==> src/rtl/if_fetch_unit.sv <==
// Instruction fetch: owns the PC and feeds decode through an output register plus a one-entry skid; issue-to-id latency is 2 cycles.
// id_ready low holds id_* and stops issue at two pairs held; build with IF_PERF_CNT_EN for perf_fetch_cnt/perf_redirect_cnt.
module if_fetch_unit #(
    parameter int              XLEN     = 32,
    parameter int              ILEN     = 32,
    parameter logic [XLEN-1:0] RESET_PC = '0,
    parameter int              PC_STEP  = 4
) (
    input  logic            clk,
    input  logic            reset,
    output logic            imem_req,
    output logic [XLEN-1:0] imem_addr,
    input  logic [ILEN-1:0] imem_rdata,
    input  logic            redirect_valid,
    input  logic [XLEN-1:0] redirect_pc,
    output logic            id_valid,
    input  logic            id_ready,
    output logic [ILEN-1:0] id_instr,
    output logic [XLEN-1:0] id_pc,
    output logic [XLEN-1:0] id_next_pc
`ifdef IF_PERF_CNT_EN
    ,
    output logic [31:0]     perf_fetch_cnt,
    output logic [31:0]     perf_redirect_cnt
`endif
);

    localparam logic [XLEN-1:0] STEP       = XLEN'(PC_STEP);
    localparam logic [XLEN-1:0] ALIGN_MASK = XLEN'(3);

    logic [XLEN-1:0] pc_r;
    logic            inflight;
    logic [XLEN-1:0] inflight_pc;
    logic            skid_valid;
    logic [ILEN-1:0] skid_instr;
    logic [XLEN-1:0] skid_pc;

    logic            drain;
    logic            out_free;
    logic [2:0]      occ;
    logic [XLEN-1:0] redirect_target;

    assign drain           = id_valid & id_ready;
    assign out_free        = ~id_valid | drain;
    assign occ             = {2'b00, id_valid} + {2'b00, skid_valid} + {2'b00, inflight} - {2'b00, drain};
    assign redirect_target = redirect_pc & ~ALIGN_MASK;

    assign imem_addr = pc_r;
    assign imem_req  = ~reset & ~redirect_valid & (occ < 3'd2);

    always_ff @(posedge clk or posedge reset) begin
        if (reset) begin
            pc_r        <= RESET_PC;
            inflight    <= 1'b0;
            inflight_pc <= '0;
            skid_valid  <= 1'b0;
            skid_instr  <= '0;
            skid_pc     <= '0;
            id_valid    <= 1'b0;
            id_instr    <= '0;
            id_pc       <= '0;
            id_next_pc  <= '0;
        end else if (redirect_valid) begin
            // Flush everything; the response landing now (if any) is dropped.
            pc_r       <= redirect_target;
            inflight   <= 1'b0;
            skid_valid <= 1'b0;
            id_valid   <= 1'b0;
        end else begin
            inflight <= imem_req;
            if (imem_req) begin
                pc_r        <= pc_r + STEP;
                inflight_pc <= pc_r;
            end

            if (skid_valid) begin
                // Skid is older than any landing response, so it drains first.
                if (out_free) begin
                    id_valid   <= 1'b1;
                    id_instr   <= skid_instr;
                    id_pc      <= skid_pc;
                    id_next_pc <= skid_pc + STEP;
                    skid_valid <= inflight;
                    if (inflight) begin
                        skid_instr <= imem_rdata;
                        skid_pc    <= inflight_pc;
                    end
                end
            end else if (inflight) begin
                if (out_free) begin
                    id_valid   <= 1'b1;
                    id_instr   <= imem_rdata;
                    id_pc      <= inflight_pc;
                    id_next_pc <= inflight_pc + STEP;
                end else begin
                    skid_valid <= 1'b1;
                    skid_instr <= imem_rdata;
                    skid_pc    <= inflight_pc;
                end
            end else if (drain) begin
                id_valid <= 1'b0;
            end
        end
    end

`ifdef IF_PERF_CNT_EN
    always_ff @(posedge clk or posedge reset) begin
        if (reset) begin
            perf_fetch_cnt    <= '0;
            perf_redirect_cnt <= '0;
        end else begin
            if (imem_req) begin
                perf_fetch_cnt <= perf_fetch_cnt + 32'd1;
            end
            if (redirect_valid) begin
                perf_redirect_cnt <= perf_redirect_cnt + 32'd1;
            end
        end
    end
`endif

endmodule

==> config.mk <==
export PLATFORM = sky130hd
export DESIGN_NAME = if_fetch_unit
export DESIGN_NICKNAME = d
export VERILOG_FILES = /design/src/rtl/if_fetch_unit.sv
export SDC_FILE = /design/constraint.sdc
export NUM_CORES = 1
export LEC_CHECK = 0
export BUFFER_PORTS_ARGS = -buffer_cell sky130_fd_sc_hd__clkbuf_2
export CAP_MARGIN = 20
export CORE_ASPECT_RATIO = 0.6
export CORE_MARGIN = 2
export CORE_UTILIZATION = 30
export CTS_CLUSTER_SIZE = 24
export DETAILED_ROUTE_END_ITERATION = 6
export GPL_TIMING_DRIVEN = 0
export PLACE_DENSITY = 0.54
export SLEW_MARGIN = 0
export SYNTH_ARGS = -nofsm -noshare
export SYNTH_HDL_FRONTEND = slang
export SYNTH_SLANG_ARGS = --single-unit
==> constraint.sdc <==
create_clock -name clk -period 7.6 [get_ports clk]
set_clock_uncertainty 0.05 [all_clocks]
set_input_delay 1.52 -clock clk [delete_from_list [all_inputs] [get_ports clk]]
set_output_delay 1.52 -clock clk [all_outputs]
set_load 0.01 [all_outputs]
# Word-level counts from Yosys, hierarchy flattened
# Index checks and enable logic that the tools add are counted.
# Widths: inputs -> output; s select.
# word_totals
ff_bits	227
inputBits	68
output_inout_bits	130
# classes
addsub	6
order_cmp	1
n_eq_ne	3
muxes	35
bitwise_logic	7
reduce_logical	6
# ops
op	n
$mux 32	24
$add 32x3->32 const B	3
$mux 1	11
$reduce_and 5->1	1
$ne 2x2->1 const B	2
$reduce_bool 2->1	2
$reduce_bool 4->1	1
$add 2x1->3	1
$and 1x1->1	3
$lt 3x2->1 const B	1
$not 1->1	3
$reduce_and 3->1	1
$sub 3x1->3	1
$add 1x1->2	1
$ne 2x1->1 const B	1
$reduce_and 2->1	1
$or 1x1->1	1

# Logic depth before layout (Yosys ltp)
# Gate-level depths: netlist (run 1).
# logic_depth
ltp_word	7
depth_mapped	11
depth_no_buf	9

# Worst setup path after synthesis (run 1)
# Ideal clock, no wire load.
# synth_path
path_kind	input-to-reg
start	input port reset
end	register pc_r[12], in the netlist imem_addr[12]
setup_time_ps	82
t_arrival_ps	7805
required_ps	7468
path_slack_ps	-337
path_stages	5
path_cell_list	clkbuf_1 > inv_1 > nand3_1 > or4_1 > a31oi_1
# synth_via
elab_chain_len	4
# synth_rtl
element	line	source
start, declared	10	input logic reset,
$not 1->1	49	assign imem_req = ~reset & ~redirect_valid & (occ < 3'd2);
$and 1x1->1 (2 in series)	49	
$reduce_bool 2->1 (no line)	-	
end signal, assigned	65	pc_r <= redirect_target;
end signal, assigned	72	pc_r <= pc_r + STEP;
end, declared	31	logic [XLEN-1:0] pc_r;
# No other way between the ends.
# A chain may end at the register's enable or synchronous reset.

# Final worst setup path (run 1)
# layout_path
start	input port id_ready
end	output port imem_req
# layout_via
elab_chain_len	4
# layout_rtl
element	line	source
start, declared	17	input logic id_ready,
$and 1x1->1	43	assign drain = id_valid & id_ready;
$sub 3x1->3	45	assign occ = {2'b00, id_valid} + {2'b00, skid_valid} + {2'b00, inflight} - {2'b00, drain};
$lt 3x2->1	49	
$and 1x1->1	49	
end, declared	11	output logic imem_req,
# No other way between the ends.

==> impl_metrics.env, run 1 <==
export IMPL_ys_seq_elements=217
export IMPL_ys_flop_type="dfrtp_1"
export IMPL_synth_top_area_share_pct=53.3
export IMPL_power_density_nw_per_um2=281
export IMPL_seq_area_um2=5430
export IMPL_die_w_um=242
export IMPL_post_route_period_util_pct=62.4
export IMPL_seq_power_share_pct=46.0
export IMPL_maxCapViolCount=0
export IMPL_drtAntennaViolNets=0
export IMPL_crit_arrival_ns=3.17
export IMPL_hold_path_class="register to register"
export IMPL_peakVddDrop_v=0.000142
export IMPL_drc_errors=0
export IMPL_min_period_ns=4.74
export IMPL_required_ns=6.03
export IMPL_clockBufferDepth=3
export IMPL_groute_usage_overall_pct=17.7
export IMPL_p_sw_share_pct=31.9
export IMPL_multi_input_area_um2=4470
export IMPL_yosysSeqAreaShare_pct=53.3
export IMPL_clk_latency_ns=0.53
export IMPL_port_buffers=189
export IMPL_diodes=0
export IMPL_post_cts_buffers=0
export IMPL_status="finished, final reports clean"
export IMPL_gp_congestion=0.835
export IMPL_hold_viol=0
export IMPL_grt_pass1_wl_um=49000
export IMPL_synth_edff_count=0
export IMPL_fillers=3407
export IMPL_grt_start_max_net_pins=41
export IMPL_place_ws_ns=2.89
export IMPL_cts_resized=0
export IMPL_end_kind="output port"
export IMPL_numCtsBuffers=24
export IMPL_cts_sinks=217
export IMPL_p_int_mw=2.41
export IMPL_yosysUniqueCellTypes=61
export IMPL_switching_power_mw=1.13
export IMPL_place_hpwl_um=24000
export IMPL_synth_most_common_cell="dfrtp_1"
export IMPL_drive_above_1_share_pct=31.6
export IMPL_pwr_share_clk_pct=32.6
export IMPL_avgViaCountPerCell=4.94
export IMPL_relSlewSlack_pct=31.9
export IMPL_grt_pass1_vias=8009
export IMPL_holdBufCountCts=0
export IMPL_rsz0062_at_grt="no"
export IMPL_syn_area_um2=10200
export IMPL_placement_rows=52
export IMPL_yosysTopAreaCell="dfrtp_1"
export IMPL_vias=8062
export IMPL_crit_fanout=10
export IMPL_yosys_top_cells_area="dfrtp_1 53%, mux2_2 11%, mux2i_1 5.5%, nand2_1 5.1%, o21ai_0 4.4%"
export IMPL_initial_core_util_pct=30.4
export IMPL_wl_um=31700
export IMPL_finalPower_mw=3.54
export IMPL_comb_power_share_pct=21.4
export IMPL_slew_viol_final=0
export IMPL_fin_nets=1230
export IMPL_async_flop_share_pct=100
export IMPL_setup_violations=0
export IMPL_root_buffer="clkbuf_16"
export IMPL_synth_warnings=0
export IMPL_ios=198
export IMPL_tightest_slew_ns=1.01
export IMPL_htree_levels=1
export IMPL_synthCells=932
export IMPL_core_area_um2=33600
export IMPL_crit_type="input pin to output port"
export IMPL_wl_per_cell_um=19.4
export IMPL_die_y_um=147
export IMPL_dieArea_um2=35500
export IMPL_worstSetupStartpointType="input pin"
export IMPL_fmax_mhz=211
export IMPL_area_growth_pct=23.8
export IMPL_globalRouteOverflowTotal=0
export IMPL_avgSynthCellArea_um2=10.9
export IMPL_power_leakage_nw=5.70
export IMPL_cts_tree="yes"
export IMPL_drt_initial_drc_count=567
export IMPL_antenna_found_initial=0
export IMPL_synth_common_cells="217 x dfrtp_1, 138 x nand2_1, 101 x mux2_2"
export IMPL_setup_ws_ns=2.86
export IMPL_path_clk_slew_ns=0.06
export IMPL_firstDrtPassIters=5
[placed cells by master, fill, tap and decap left out, types with 6 or more instances in the layout]
master / Yosys / routed
a21oi_1: 8 / 8
o21ai_0: 90 / 90
clkbuf_8: 0 / 6
clkbuf_16: 0 / 25
nor2_1: 37 / 37
buf_12: 0 / 6
or3_1: 14 / 14
xnor2_1: 16 / 16
conb_1: 1 / 6
xor2_1: 9 / 9
nand4_1: 14 / 14
nand3_1: 24 / 24
mux2i_1: 56 / 56
or4_1: 9 / 9
nor4_1: 9 / 9
and4_1: 8 / 8
o31ai_1: 15 / 15
a21o_1: 7 / 7
clkinv_2: 0 / 6
nand2_1: 138 / 138
buf_2: 16 / 16
buf_4: 7 / 7
clkbuf_1: 32 / 35
a31oi_1: 20 / 20
mux2_2: 101 / 101
dfrtp_1: 217 / 217
nor3_1: 9 / 9
clkbuf_2: 0 / 189
inv_1: 7 / 6
[through the flow]
step / instances / TNS [ns] / utilization, % / hold WS [ns] / cell area (um^2)
2_1_floorplan: 937 / 0 / - / 0.429 / 10200
3_3_place_gp: 1585 / -4.01 / 35.0 / 0.414 / 11700
3_5_place_dp: 1591 / 0 / 35.3 / 0.413 / 11900
4_1_cts: 1633 / 0 / 37.6 / 0.428 / 12600
5_1_grt: 1633 / 0 / 37.6 / 0.443 / 12600
6_report: 1633 / 0 / 37.6 / 0.425 / 12600
[power by group through the flow]
stage	combinational (mW)	clock, mW	sequential, mW
floorplan	0.381	0	1.66
global placement	0.750	0	1.64
detailed placement	0.769	0	1.65
CTS	0.775	1.19	1.63
global route	0.845	1.24	1.66
finish	0.760	1.15	1.63
[metal layers]
metal | share of wire (%) | vias to the layer above | GRT usage (%) | wire (um)
li1 | - | 3784 | - | -
met1 | 51 | 4072 | 27.0 | 16300
met2 | 41 | 172 | 25.1 | 13000
met3 | 5.9 | 34 | 4.53 | 1880
met4 | 1.7 | 0 | 3.40 | 548
met5 | 0 | - | 0 | 0
[registers in the layout, summed over array words and instances (netlist names)]
signal and count:
id_instr 32, skid_instr 32, id_next_pc 30, id_pc 30, imem_addr 30, inflight_pc 30
skid_pc 30, id_valid 1, inflight 1, skid_valid 1
[cell families after synthesis]
group / synth area share (%)
adders and majority gates: 0.491
other: 0.0368
DFF: 53.3
and+or+nand+nor: 14.2
buffers and inverters: 3.07
xor gates and xnor gates: 2.15
AOI/OAI and AO/OA: 10.1
muxes: 16.7
[worst max-delay path: stages]
cell      delay (ns)
clkbuf_2        0.09
and2_1          0.13
ha_1            0.27
inv_1           0.04
ha_1            0.27
a21oi_2         0.19
xnor2_1         0.17
buf_2           0.26
nor3_1          0.07
clkbuf_2        0.15
[layout make-up]
| type | count | share of cell area (%) |
|---|---|---|
| timing repair buffer | 195 | 8.45 |
| buffer | 58 | 2.24 |
| sequential | 217 | 43.0 |
| multi-input combinational | 654 | 35.4 |
| clock inverter | 8 | 0.367 |
| inverter | 8 | 0.268 |
| clock buffer | 34 | 5.70 |
| tap | 459 | 4.55 |
[worst paths after layout]
kind / cells after the start / endpoint / slack, ns / start
worst max-delay path: 10 / imem_req / 2.86 / id_ready
worst min-delay path: 2 / id_pc[3]$_DFFE_PP0P_ / 0.42 / id_pc[3]$_DFFE_PP0P_
worst max register to register: 10 / id_next_pc[26]$_DFFE_PP0P_ / 3.66 / skid_valid$_DFF_PP0_
worst min register to register: 2 / id_pc[3]$_DFFE_PP0P_ / 0.42 / id_pc[3]$_DFFE_PP0P_
max in group asynchronous: 7 / skid_instr[6]$_DFFE_PP0P_ / 4.98 / reset
min in group asynchronous: 3 / imem_addr[5]$_DFFE_PP0P_ / 1.26 / reset
Note: power is estimated with default switching activity, not from simulation.
==> run 2, diff against run 1 <==
--- a/config.mk
+++ b/config.mk
@@ -13,7 +13,7 @@
 export CTS_CLUSTER_SIZE = 24
 export DETAILED_ROUTE_END_ITERATION = 6
 export GPL_TIMING_DRIVEN = 0
-export PLACE_DENSITY = 0.54
+export PLACE_DENSITY = 0.53
 export SLEW_MARGIN = 0
 export SYNTH_ARGS = -nofsm -noshare
 export SYNTH_HDL_FRONTEND = slang
==> constraint.sdc (replaced) <==
create_clock -name clk -period 4.6 [get_ports clk]
set_clock_uncertainty 0.05 [all_clocks]
set_input_delay 0.92 -clock clk [delete_from_list [all_inputs] [get_ports clk]]
set_output_delay 0.92 -clock clk [all_outputs]
set_load 0.01 [all_outputs]
==> run 2 against run 1 <==
  * Global-route usage decreased by 0.17 points
  * Clock power increased by 82%
  * Non-clock buffer count unchanged
  * Register-to-register slack got worse by 3.0 ns
  * Wire length decreased by 1.5%
  * Setup slack got worse by 2.2 ns
  * Critical path type is now register to register
==> impl_metrics.env, run 2 (synthesis results as in run 1) <==
export IMPL_drtAntennaViolNets=0
export IMPL_fin_nets=1230
export IMPL_crit_top_cell="buf_2"
export IMPL_largest_registers="id_instr (32), skid_instr (32)"
export IMPL_die_y_um=147
export IMPL_relSlewSlack_pct=28.6
export IMPL_r2r_end="id_next_pc[26]$_DFFE_PP0P_"
export IMPL_globalRouteOverflowTotal=0
export IMPL_numPlacedInstances=1591
export IMPL_crit_type="register to register"
export IMPL_post_cts_buffers=0
export IMPL_r2r_cells=11
export IMPL_cts_tree="yes"
export IMPL_cts_sinks=217
export IMPL_cp_slowest_cell="nand4_1"
export IMPL_required_ns=4.99
export IMPL_rsz0062_at_grt="no"
export IMPL_fmax_mhz=253
export IMPL_status="finished, final reports clean"
export IMPL_slew_viol_final=0
export IMPL_placement_rows=52
export IMPL_worst_hold_path_num_cells=2
export IMPL_r2r_start="skid_valid$_DFF_PP0_"
export IMPL_port_buffers=189
export IMPL_worst_path_buf_inv=5
export IMPL_peakVddDrop_v=0.000225
export IMPL_power_leakage_nw=5.73
export IMPL_hold_path_class="register to register"
export IMPL_core_area_um2=33600
export IMPL_firstDrtPassIters=5
export IMPL_clockBufferDepth=3
export IMPL_holdBufCountCts=0
export IMPL_final_cell_count_no_fill=1635
export IMPL_worstSetupStartpointType="register"
export IMPL_whs_endpoint="id_next_pc[15]$_DFFE_PP0P_"
export IMPL_crit_fanout=10
export IMPL_finalPower_mw=6.02
export IMPL_critical_path_top_delay_family="buffers and inverters"
export IMPL_post_route_period_util_pct=86.1
export IMPL_power_density_nw_per_um2=472
export IMPL_drc_errors=0
export IMPL_crit_arrival_ns=4.35
export IMPL_grt_start_max_net_pins=41
export IMPL_hold_viol=0
export IMPL_setup_violations=0
export IMPL_root_buffer="clkbuf_16"
export IMPL_htree_levels=1
export IMPL_clk_latency_ns=0.52
export IMPL_wl_per_cell_um=19.1
export IMPL_place_hpwl_um=23900
export IMPL_grt_pass1_wl_um=48400
export IMPL_ios=198
export IMPL_end_kind="register"
export IMPL_area_growth_pct=25.0
export IMPL_antenna_found_initial=1
export IMPL_layout_common_cells="217 x dfrtp_1, 189 x clkbuf_2, 138 x nand2_1"
export IMPL_min_period_ns=3.96
export IMPL_drt_initial_drc_count=568
export IMPL_path_clk_slew_ns=0.07
export IMPL_grt_pass1_vias=7927
export IMPL_die_w_um=242
export IMPL_numCtsBuffers=24
export IMPL_gp_congestion=0.845
export IMPL_tightest_slew_ns=1.06
export IMPL_crit_chain="buf_6 > buf_8 > buf_2 > buf_2 > buf_2 > mux2_2 > ha_1 > a21boi_2 > nand4_1 > o31a_1 > o31ai_1"
export IMPL_dieArea_um2=35500
export IMPL_diodes=0
export IMPL_critPathMaxStageDelay_ns=0.52
export IMPL_initial_core_util_pct=30.4
export IMPL_final_util_pct=38.0
export IMPL_hp_start="id_next_pc[15]$_DFFE_PP0P_"
export IMPL_reg2reg_slack_ns=0.64
export IMPL_layout_commonest_cell="dfrtp_1"
export IMPL_cts_resized=0
export IMPL_drive_above_1_share_pct=32.1
export IMPL_vias=8079
export IMPL_avgViaCountPerCell=4.94
export IMPL_groute_usage_overall_pct=17.5
export IMPL_maxCapViolCount=0
export IMPL_wl_um=31200
## run 2: cell type report
| cell class | instances | area [um^2] |
|---|---|---|
| Fill cell | 3442 | 20800 |
| Multi-Input combinational cell | 654 | 4470 |
| Sequential cell | 217 | 5430 |
| Clock buffer | 27 | 653 |
| Inverter | 8 | 33.8 |
| Timing Repair Buffer | 195 | 1070 |
| Buffer | 58 | 304 |
| Clock inverter | 17 | 206 |
| Tap cell | 459 | 574 |
## run 2: tightest hold or removal path, stage by stage, from the launching register on
cell	delay [ns]
dfrtp_1	0.34
nand2_1	0.05
o21ai_0	0.06
## run 2: stage by stage
step	area (um^2)	hold WS (ns)	setup TNS (ns)	setup slack (ns)
after floorplan	10200	0.429	-2.36	-0.672
after global placement	11800	0.411	-227.02	-2.99
after detailed placement	11900	0.414	0	0.571
after CTS	12700	0.430	0	0.703
after global routing	12700	0.446	0	0.366
final	12700	0.425	0	0.640
## run 2: how the worst max path moves through the flow
stage,start,end,depth (start not counted)
after global routing,skid_valid$_DFF_PP0_,id_next_pc[26]$_DFFE_PP0P_,10
final,skid_valid$_DFF_PP0_,id_next_pc[26]$_DFFE_PP0P_,11
after global placement,reset,imem_addr[14]$_DFFE_PP0P_,6
after detailed placement,id_ready,inflight_pc[12]$_DFFE_PP0P_,11
after CTS,skid_valid$_DFF_PP0_,id_next_pc[26]$_DFFE_PP0P_,11
after floorplan,reset,imem_addr[12]$_DFFE_PP0P_,5
## run 2: where the power goes
part,switching (mW),leakage (nW),internal [mW]
clock network,0.835,0.404,1.25
logic,0.684,2.63,0.560
registers,0.349,2.70,2.34
## run 2: metal layers
metal | wire (um) | global-route usage, % | share of wire (%) | up-vias
li1 | - | - | - | 3797
met1 | 15700 | 27.2 | 50 | 4019
met2 | 12900 | 24.7 | 41 | 226
met3 | 2140 | 4.35 | 6.9 | 37
met4 | 490 | 2.96 | 1.6 | 0
met5 | 0 | 0 | 0 | -
==> run 3, diff against run 2 <==
--- a/config.mk
+++ b/config.mk
@@ -8,12 +8,12 @@
 export BUFFER_PORTS_ARGS = -buffer_cell sky130_fd_sc_hd__clkbuf_2
 export CAP_MARGIN = 20
 export CORE_ASPECT_RATIO = 0.6
-export CORE_MARGIN = 2
+export CORE_MARGIN = 4
 export CORE_UTILIZATION = 30
 export CTS_CLUSTER_SIZE = 24
 export DETAILED_ROUTE_END_ITERATION = 6
 export GPL_TIMING_DRIVEN = 0
-export PLACE_DENSITY = 0.53
+export PLACE_DENSITY = 0.54
 export SLEW_MARGIN = 0
 export SYNTH_ARGS = -nofsm -noshare
 export SYNTH_HDL_FRONTEND = slang
==> constraint.sdc (replaced) <==
create_clock -name clk -period 3.35 [get_ports clk]
set_clock_uncertainty 0.05 [all_clocks]
set_input_delay 0.67 -clock clk [delete_from_list [all_inputs] [get_ports clk]]
set_output_delay 0.67 -clock clk [all_outputs]
set_load 0.1 [all_outputs]
==> run 3 against run 2 <==
  * Core utilization increased by 0.70 points
  * Power increased by 75%
  * Die area increased by 4.4%
  * Wire length increased by 3.0%
  * Flip-flop and latch count unchanged
  * Register-to-register slack got worse by 0.53 ns
  * Sequential share of layout area increased by 0.050 points
  * Cell area decreased by 0.12%
  * Critical path depth decreased by 2
  * Cell count decreased by 0.49%
  * Clock power increased by 27%
  * Hold slack got worse by 0.13 ns
==> impl_metrics.env, run 3 (synthesis results as in run 1) <==
export IMPL_slew_viol_final=0
export IMPL_end_kind="output port"
export IMPL_numPlacedInstances=1582
export IMPL_crit_type="register to output port"
export IMPL_hp_start="redirect_pc[2]"
export IMPL_multi_input_area_um2=4490
export IMPL_firstDrtPassIters=5
export IMPL_pwr_share_clk_pct=25.2
export IMPL_switching_power_mw=4.98
export IMPL_fin_nets=1233
export IMPL_die_w_um=246
export IMPL_cts_tree="yes"
export IMPL_avgViaCountPerCell=5.03
export IMPL_seq_area_um2=5430
export IMPL_initial_core_util_pct=31.0
export IMPL_post_route_period_util_pct=96.8
export IMPL_drive_above_1_share_pct=32.0
export IMPL_relSlewSlack_pct=28.6
export IMPL_required_ns=2.63
export IMPL_largest_registers="id_instr (32), skid_instr (32)"
export IMPL_postPlaceCellArea_um2=11900
export IMPL_drc_errors=0
export IMPL_seq_power_share_pct=35.2
export IMPL_final_area_um2=12700
export IMPL_core_area_um2=32900
export IMPL_layout_common_cells="217 x dfrtp_1, 189 x clkbuf_2, 138 x nand2_1"
export IMPL_setup_violations=0
export IMPL_grt_pass1_wl_um=49100
export IMPL_power_density_nw_per_um2=826
export IMPL_reg2reg_slack_ns=0.11
export IMPL_path_clk_slew_ns=0.06
export IMPL_grt_start_max_net_pins=40
export IMPL_cts_sinks=217
export IMPL_p_int_mw=5.54
export IMPL_maxCapViolCount=0
export IMPL_gp_congestion=0.840
export IMPL_r2r_cells=11
export IMPL_comb_power_share_pct=39.6
export IMPL_antenna_found_initial=1
export IMPL_p_sw_share_pct=47.3
export IMPL_groute_usage_overall_pct=17.2
export IMPL_min_period_ns=3.24
export IMPL_hold_slack_ns=0.294
export IMPL_port_buffers=189
export IMPL_place_hpwl_um=24600
export IMPL_htree_levels=1
export IMPL_finalPower_mw=10.5
export IMPL_drt_initial_drc_count=498
export IMPL_wl_um=32100
export IMPL_globalRouteOverflowTotal=0
export IMPL_grt_pass1_vias=8027
export IMPL_hold_viol=0
export IMPL_peakVddDrop_v=0.000574
export IMPL_root_buffer="clkbuf_16"
export IMPL_numCtsBuffers=24
export IMPL_vias=8185
export IMPL_wl_per_cell_um=19.7
export IMPL_r2r_start="id_valid$_DFFE_PP0P_"
export IMPL_hold_path_class="input pin to register"
export IMPL_final_cell_count_no_fill=1627
export IMPL_rsz0062_at_grt="yes"
export IMPL_whs_endpoint="imem_addr[2]$_DFFE_PP0P_"
export IMPL_drtAntennaViolNets=0
export IMPL_dieArea_um2=37100
export IMPL_status="finished, final reports clean"
export IMPL_tightest_slew_ns=1.06
export IMPL_worstSetupStartpointType="register"
export IMPL_placement_rows=51
export IMPL_power_leakage_nw=5.74
export IMPL_diodes=0
export IMPL_ios=198
export IMPL_fillers=3302
export IMPL_crit_fanout=10
export IMPL_fmax_mhz=308
export IMPL_r2r_end="imem_addr[23]$_DFFE_PP0P_"
export IMPL_worst_hold_path_num_cells=3
export IMPL_die_y_um=151
export IMPL_area_growth_pct=24.9
export IMPL_clk_latency_ns=0.53
export IMPL_crit_arrival_ns=2.52
export IMPL_clockBufferDepth=3
export IMPL_layout_commonest_cell="dfrtp_1"
[run 3: cell types whose count changed in the layout (fill, tap and decap cells not counted), sizes merged]
cell | before | now
bufinv | 4 | 0
inv | 8 | 7
clkinvlp | 8 | 1
buf | 32 | 34
clkinv | 5 | 3
clkbuf | 248 | 261
[run 3: worst max path at each step]
stage                         start                          to  slack, ns
2_1_floorplan                 reset   imem_addr[12]$_DFFE_PP0P_      -1.67
3_3_place_gp                  reset   imem_addr[14]$_DFFE_PP0P_      -3.99
3_5_place_dp   skid_valid$_DFF_PP0_  id_next_pc[26]$_DFFE_PP0P_      -0.58
4_1_cts        id_valid$_DFFE_PP0P_                    imem_req       0.02
5_1_grt        id_valid$_DFFE_PP0P_                    imem_req      -0.02
6_report       id_valid$_DFFE_PP0P_                    imem_req       0.11
[run 3: final cells by class]
class,instances,area share (%)
sequential,217,42.7
multi-input combinational,654,35.3
timing repair buffer,199,8.73
clock buffer,39,6.04
tap,450,4.42
buffer,57,2.45
inverter,8,0.265
clock inverter,3,0.147
[run 3: worst max-delay path: stages, from the launching register on]
cell     delay, ns
dfrtp_1       0.42
and2_1        0.17
ha_1          0.26
inv_1         0.04
ha_1          0.27
a21oi_2       0.17
xnor2_1       0.10
buf_4         0.19
nor3_4        0.16
buf_12        0.20
[run 3: metal layers]
layer	share of wire, %	track usage [%]	up-vias
met3	7.5	4.83	34
met4	1.6	2.69	0
met1	50	26.5	4093
met5	0	0	-
li1	-	-	3804
met2	41	24.2	254
[run 3: power by group through the flow]
stage / Sequential (mW) / Clock, mW / Combinational [mW]
floorplan: 6.10 / 0 / 0.909
detailed placement: 3.74 / 0 / 4.18
finish: 3.70 / 2.65 / 4.16
global route: 3.78 / 2.83 / 4.36
CTS: 3.70 / 2.73 / 4.19
global placement: 3.73 / 0 / 4.13
[run 3: timing repair]
action                                  CTS  global route
endpoints found under the setup margin   38            10
cloned                                    0             0
buffers inserted                          3             1
pin swaps                                 2             2
hold buffers                              0             0
gates resized for setup                   9             7
[run 3: through the flow]
stage	TNS [ns]	setup slack, ns	util (%)
3_3_place_gp	-463.90	-3.99	35.7
6_report	0	0.106	38.7
3_5_place_dp	-16.59	-0.576	36.0
4_1_cts	0	0.0242	38.6
5_1_grt	-0.0547	-0.0215	38.7
2_1_floorplan	-91.77	-1.67	-
